`src/rtl/nv_nvdla_cdma_pfifo.sv`:
```
// Parametrised valid/ready FIFO for CDMA side paths, with a runtime write limit and occupancy/peak tracking.
// Optional synchronous flush is compiled in with NV_NVDLA_PFIFO_FLUSH_EN.
module nv_nvdla_cdma_pfifo #(
  parameter int unsigned WIDTH = 6,
  parameter int unsigned DEPTH = 128,
  localparam int unsigned AW = $clog2(DEPTH)
) (
  input  logic             clk,
  input  logic             reset,
  input  logic             wr_req,
  output logic             wr_ready,
  input  logic [WIDTH-1:0] wr_data,
  output logic             rd_req,
  input  logic             rd_ready,
  output logic [WIDTH-1:0] rd_data,
  input  logic [AW:0]      wr_limit,
  input  logic             flush,
  output logic [AW:0]      count,
  output logic [AW:0]      count_max
);

  localparam logic [AW:0] DEPTH_W = (AW+1)'(DEPTH);

  logic [WIDTH-1:0] mem [DEPTH];
  logic [AW-1:0]    wr_adr;
  logic [AW-1:0]    rd_adr;
  logic [AW:0]      count_next;
  logic [AW:0]      eff_limit;
  logic             flush_act;
  logic             push;
  logic             pop;

`ifdef NV_NVDLA_PFIFO_FLUSH_EN
  assign flush_act = flush;
`else
  logic unused_flush;
  assign unused_flush = flush;
  assign flush_act    = 1'b0;
`endif

  // A zero or out-of-range limit means the full geometry is usable.
  assign eff_limit = ((wr_limit == '0) || (wr_limit > DEPTH_W)) ? DEPTH_W : wr_limit;

  assign wr_ready = !reset && !flush_act && (count < eff_limit);
  assign rd_req   = !flush_act && (count != '0);
  assign rd_data  = rd_req ? mem[rd_adr] : '0;

  assign push = wr_req && wr_ready;
  assign pop  = rd_req && rd_ready;

  always_comb begin
    count_next = count;
    case ({push, pop})
      2'b10:   count_next = count + (AW+1)'(1);
      2'b01:   count_next = count - (AW+1)'(1);
      default: count_next = count;
    endcase
  end

  // Pointer, occupancy and watermark state.
  always_ff @(posedge clk) begin
    if (reset || flush_act) begin
      wr_adr    <= '0;
      rd_adr    <= '0;
      count     <= '0;
      count_max <= '0;
    end else begin
      if (push) wr_adr <= wr_adr + AW'(1);
      if (pop)  rd_adr <= rd_adr + AW'(1);
      count <= count_next;
      if (count_next > count_max) count_max <= count_next;
    end
  end

  // Storage is intentionally not reset.
  always_ff @(posedge clk) begin
    if (push) mem[wr_adr] <= wr_data;
  end

endmodule
```
`config.mk`:
```
export PLATFORM = sky130hd
export DESIGN_NAME = nv_nvdla_cdma_pfifo
export DESIGN_NICKNAME = d
export VERILOG_FILES = /design/src/rtl/nv_nvdla_cdma_pfifo.sv
export SDC_FILE = /design/constraint.sdc
export NUM_CORES = 1
export LEC_CHECK = 0
export ABC_AREA = 1
export CORE_UTILIZATION = 55
export DETAILED_ROUTE_END_ITERATION = 8
export PLACE_DENSITY = 0.76
export SYNTH_ARGS = -nofsm -noshare
export SYNTH_HDL_FRONTEND = slang
export SYNTH_SLANG_ARGS = --single-unit
```
`constraint.sdc`:
```
create_clock -name clk -period 8.4 [get_ports clk]
set_input_delay 0.84 -clock clk [delete_from_list [all_inputs] [get_ports clk]]
set_output_delay 0.84 -clock clk [all_outputs]
set_load 0.02 [all_outputs]
```
==> qor.txt, run 1 <==
Yosys top cell by area - edfxtp_1
P_leak - 0.0128 µW
Post-synth EDFFs - 768
class of the most critical setup path - flop to output port
sequential-to-total area share from yosys stat - 70.9%
Netlist cell types - 35
Die Y - 249 µm
worst hold path class - flop to flop
Max clock buf depth - 3
Crit. End Element - output port
GR Overflow Total - 0
largest net degree at the start of global routing - 207
Routed Antenna Nets - 0
clock share of power - 32.6%
1st-iter DRT viols - 2935
unrepaired setup endpoints after global routing - no
combinational share of power - 24.1%
Final Hold Viols - 0
full die area - 0.0620 mm²
vias in the first global route - 21860
CP required - 7560 ps
overall routing resource usage - 25.7%
Final Cycle Share - 71.9%
share of cells above drive strength 1 - 5.23%
Psw - 3410 µW
slew margin rel. - 13.0%
Final nets - 2960
synth warn - 0
RePlAce Congestion - 0.882
clock tree root buffer cell - clkbuf_16
crit path time final - 6040 ps
setup violators final - 0
TritonCTS clock tree - built
FMAX - 166 MHz
TNS Setup - 0 ps
Rows - 90
sequential share of power - 43.3%
Clock Latency Late Sink - 630 ps
number of hold buffers added after CTS - 0
worst-margin pin slew - 1300 ps
I/O pin count - 43
ys async rst share - 0%
drt pass-1 iters - 6
outcome - finished, final reports clean
skew final - 17.0 ps
Post-Synthesis Cells - 2960
switch share - 32.1%
CTS HTree Levels - 3
Port Buffers - 41
cts repair resizes - 0
antenna violations before repair - 0
Vias per Instance - 6.01
Synth area leaders - edfxtp_1 (69%), nand2_1 (7.7%), nand3_1 (7.4%)
top cell type's share of synthesized area - 68.7%
Mapped Nets - 2999
max-slew violation count - 0
#FFs+latches synth - 805
maximum vdd drop - 213 µV
Starting Density - 55.6%
Post-Route WL - 79.6 mm
Arrival @ worst endpoint - 5200 ps
via count - 22658
CP max FO - 95
Primary FF master, synth - edfxtp_1
Wirelength per Cell - 21.1 µm
postcts setup bufs - 0
Synth Cell Area - 0.0336 mm²
Post-Place Cells - 3619
die width - 249 µm
Layout area overhead - 9.64%
final non-filler cell total - 3767
clock slew at the register clock pins of the worst setup and hold paths - 60 ps
CTS Buf Count - 82
DP Wirelength - 44.2 mm
critical path launch point type - flop
maxcap violations - 0
Power Internal - 7220 µW
diodes inserted - 0
post-synthesis average cell area - 11.3 µm²
Core Footprint - 0.0604 mm²
PwrDens - 289 mW/mm²
# clock sinks - 805
DRC errors left - 0
first-pass GRT wire length - 123 mm
[stage by stage]
stage / hold slack [ps] / setup WS [ps] / util (%) / total power, µW / cell area [µm²]
after detailed placement: 483 / 2150 / 56.7 / 7190 / 34200
after floorplan: 436 / 3500 / - / 6440 / 33600
final: 478 / 2360 / 60.9 / 10600 / 36800
after global placement: 454 / 2530 / 56.7 / 7110 / 34200
after global routing: 514 / 2180 / 60.9 / 11100 / 36800
after CTS: 489 / 2460 / 60.9 / 10600 / 36800
[cells in the final DEF, fill, tap and decap left out, drive strengths merged, types with 2 or more instances in the layout]
master	n
o211ai	2
bufinv	5
edfxtp	768
clkinv	33
ha	20
o22ai	66
nor3	4
clkbuf	102
or2	2
inv	99
nand3b	2
clkdlybuf4s50	35
buf	24
clkinvlp	3
nand3	501
nor2	322
and2	2
nand2	695
nand4	13
dfxtp	37
o21ai	174
xnor2	3
xor2	5
a21oi	64
[cell type report]
cell class                 count  area (µm²)
clock buffer                 102        2150
sequential                   805       23800
tap                          782         978
inverter                      94         368
multi-input combinational   1879        8520
timing repair buffer          59         556
fill                        4555       23600
clock inverter                46         400
[worst max-delay path: stages (launching register included)]
cell	delay [ps]
dfxtp_4	800
buf_4	670
buf_4	900
o21ai_0	220
o22ai_1	250
nand2_1	90
nand3_1	150
nand3_1	110
a21oi_1	320
nor2_1	80
nor2_1	240
clkdlybuf4s50_1	660
[per-layer routing]
layer | part of all wire [%] | track usage, % | vias up
li1 | - | - | 10352
met1 | 39 | 34.5 | 10915
met2 | 48 | 41.4 | 1193
met3 | 10 | 5.14 | 198
met4 | 3.6 | 10.1 | 0
met5 | 0 | 0 | -
[power by group through the flow]
stage               Sequential, µW  Combinational (µW)  Clock (µW)
floorplan                     4590                1850           0
global placement              4680                2430           0
detailed placement            4680                2510           0
CTS                           4600                2530        3500
global route                  4610                2830        3650
finish                        4600                2560        3470
[path summary, 6_finish.rpt]
kind	start	slack (ps)	cells past startpoint	end
worst max-delay path	flop	2360	11	rd_data[4]
worst min-delay path	rd_adr[2]	480	2	flop
worst max register to register	count[7]	3520	26	count_max[6]
worst min register to register	rd_adr[2]	480	2	flop
[cell usage after synthesis (all sizes together) (3+ instances only)]
library cell,count
a21oi,64
nand2,695
xnor2,3
dfxtp,37
nor2,322
edfxtp,768
ha,20
inv,92
clkbuf,68
buf,114
xor2,5
nand4,13
nor3,4
o22ai,66
nand3,501
o21ai,174
[logic make-up after synthesis]
family          count (synthesis)  synth area share, %
compound gates                310                 4.93
flops                         805                 70.9
fa+ha+maj                      20                0.746
xor+xnor                        8                0.209
buf+inv                       276                 3.66
simple gates                 1541                 19.5
[sequential cells by signal, summed over array words and instances, names as in the netlist, named ones only]
signal,flops
count,8
count_max,8
mem,768
rd_adr,7
wr_adr,7
Power figures use the tool's default switching activity.
==> run 2, diff against run 1 <==
==> constraint.sdc (replaced) <==
create_clock -name clk -period 6.2 [get_ports clk]
set_input_delay 0.62 -clock clk [delete_from_list [all_inputs] [get_ports clk]]
set_output_delay 0.62 -clock clk [all_outputs]
set_load 0.02 [all_outputs]
==> run 2 against run 1 <==
Non-clock buffer count increased by 7; via count up 0.62%; sequential share of layout area is 0.53 points lower; highest routed layer unchanged; sequential power increased by 35%; largest power group unchanged.
==> qor.txt, run 2 (synthesized netlist as in run 1, its figures left out) <==
max-slew violation count - 0 (unchanged)
clock share of power - 34.2% (was 32.6%)
crit path time final - 5220 ps
Vias per Instance - 6.04 (was 6.01)
largest net degree at the start of global routing - 160 (was 207)
switch share - 31.6% (was 32.1%)
Final Hold Viols - 0 (unchanged)
CP required - 6740 ps (was 7560 ps)
Final nets - 2965 (was 2960)
critical path launch point type - input pin (was flop)
class of the most critical setup path - input pin to flop (was flop to output port)
Layout area overhead - 10.6% (was 9.64%)
I/O pin count - 43 (unchanged)
grt peak-use layer - met2 (unchanged)
maximum vdd drop - 287 µV (was 213 µV)
Core Footprint - 0.0604 mm² (unchanged)
sequential share of power - 41.7% (was 43.3%)
CTS HTree Levels - 3 (unchanged)
CP max FO - 13 (was 95)
Most flops, register - mem (unchanged)
Layout fillers - 4474 (was 4555)
die width - 249 µm (unchanged)
FF-to-FF path depth - 24 (was 26)
Port Buffers - 41 (unchanged)
P_leak - 0.0130 µW (was 0.0128 µW)
RePlAce Congestion - 0.904 (was 0.882)
reg2reg end - count_max[3] (was count_max[6])
maxcap violations - 0 (unchanged)
most common cell after layout, fill and taps aside - edfxtp_1 (unchanged)
Die Y - 249 µm (unchanged)
met2 usage - 42.3% (was 41.4%)
clock tree root buffer cell - clkbuf_16 (unchanged)
DP Wirelength - 45.8 mm (was 44.2 mm)
Largest register FFs - 768 (unchanged)
Post-Route WL - 81.6 mm (was 79.6 mm)
PwrDens - 401 mW/mm² (was 289 mW/mm²)
combinational share of power - 24.2% (was 24.1%)
Starting Density - 55.6% (unchanged)
Max clock buf depth - 3 (unchanged)
area of the multi-input gates - 0.00852 mm² (unchanged)
vias in the first global route - 21942 (was 21860)
Psw - 4700 µW (was 3410 µW)
Wirelength per Cell - 21.6 µm (was 21.1 µm)
drt pass-1 iters - 7 (was 6)
Worst path slowest cell - clkdlybuf4s50_1 (was buf_4)
sequential cell area - 0.0238 mm² (unchanged)
via count - 22799 (was 22658)
outcome - finished, final reports clean (unchanged)
share of cells above drive strength 1 - 5.78% (was 5.23%)
slew margin rel. - 20.6% (was 13.0%)
hold depth - 2 (unchanged)
DRC errors left - 0 (unchanged)
first-pass GRT wire length - 125 mm (was 123 mm)
Arrival @ worst endpoint - 5760 ps (was 5200 ps)
Final Cycle Share - 84.1%
FMAX - 192 MHz
1st-iter DRT viols - 2896 (was 2935)
Hold Startpoint - rd_adr[6] (was rd_adr[2])
commonest non-fill, non-tap cells in the layout - edfxtp_1 (768), nand2_1 (687), nand3_1 (499) (unchanged)
Clock Latency Late Sink - 640 ps (was 630 ps)
crit-path max cell delay - 430 ps (was 900 ps)
Power Internal - 10200 µW (was 7220 µW)
unrepaired setup endpoints after global routing - no (unchanged)
postcts setup bufs - 0 (unchanged)
Crit. End Element - flop (was output port)
setup slack at placement - 501 ps (was 2150 ps)
setup violators final - 0 (unchanged)
cts repair resizes - 0 (unchanged)
Setup WS post-layout - 984 ps (was 2360 ps)
Rows - 90 (unchanged)
GR Overflow Total - 0 (unchanged)
number of hold buffers added after CTS - 0 (unchanged)
worst hold path class - flop to flop (unchanged)
final non-filler cell total - 3774 (was 3767)
worst-margin pin slew - 1190 ps (was 1300 ps)
FF-to-FF Start - count[7] (unchanged)
clock slew at the register clock pins of the worst setup and hold paths - 60 ps (about the same)
TNS Setup - 0 ps (unchanged)
full die area - 0.0620 mm² (unchanged)
Routed Antenna Nets - 0 (unchanged)
CTS Buf Count - 80 (was 82)
TritonCTS clock tree - built (unchanged)
met3 Resource Use GR - 4.55% (was 5.14%)
antenna violations before repair - 1 (was 0)
Post-Place Cells - 3626 (was 3619)
skew final - 26.9 ps (was 17.0 ps)
# clock sinks - 805 (unchanged)
overall routing resource usage - 26.2% (was 25.7%)
top flop regs - mem: 768 flops, count: 8 flops, count_max: 8 flops (unchanged)
met1 usage - 35.8% (was 34.5%)
diodes inserted - 0 (unchanged)
Most common cell on crit path - nand2_1
Reg2Reg Setup Slack - 1630 ps (was 3520 ps)
==> run 2: how the worst max path moves through the flow <==
| stage | cells past startpoint | start | slack (ps) | to |
|---|---|---|---|---|
| floorplan | 30 | wr_limit[4] | 1520 | count_max[6] |
| global placement | 30 | wr_limit[4] | 770 | count_max[5] |
| detailed placement | 30 | wr_limit[4] | 500 | count_max[3] |
| CTS | 30 | wr_limit[4] | 1110 | count_max[3] |
| global route | 33 | wr_limit[4] | 440 | count_max[3] |
| finish | 30 | wr_limit[4] | 980 | count_max[3] |
==> run 2: layout make-up <==
class	instances	area share [%]
sequential	805	64.2
multi-input combinational	1879	23.0
clock buffer	95	5.61
tap	782	2.64
clock inverter	53	1.85
timing repair buffer	66	1.74
inverter	94	0.992
==> run 2: per-stage QoR <==
step	cell area, µm²	total power [µW]	util, %	hold WS (ps)
after floorplan	33600	8730	-	436
after global placement	34300	9680	56.9	454
after detailed placement	34300	9820	56.9	457
after CTS	37100	14800	61.5	452
after global routing	37100	15500	61.5	475
final	37100	14900	61.5	461
==> run 2: per-layer routing <==
| metal | wire length, µm | vias up |
|---|---|---|
| li1 | - | 10367 |
| met1 | 31600 | 10891 |
| met2 | 39000 | 1329 |
| met3 | 7990 | 212 |
| met4 | 2930 | 0 |
| met5 | 0 | - |
==> run 2: power groups by stage <==
stage	Combinational [µW]	Sequential (µW)	Clock (µW)
after global placement	3380	6300	0
after CTS	3540	6190	5110
after global routing	3950	6210	5310
after floorplan	2510	6220	0
final	3590	6190	5080
after detailed placement	3510	6310	0
==> run 2: critical path, delay by kind of cell <==
family                     cells  cell delay (ps)
AOI/OAI and AO/OA              5              700
xor gates and xnor gates       1              220
adders and majority gates      4             1180
buffers and inverters          4              960
and+or+nand+nor               16             2080
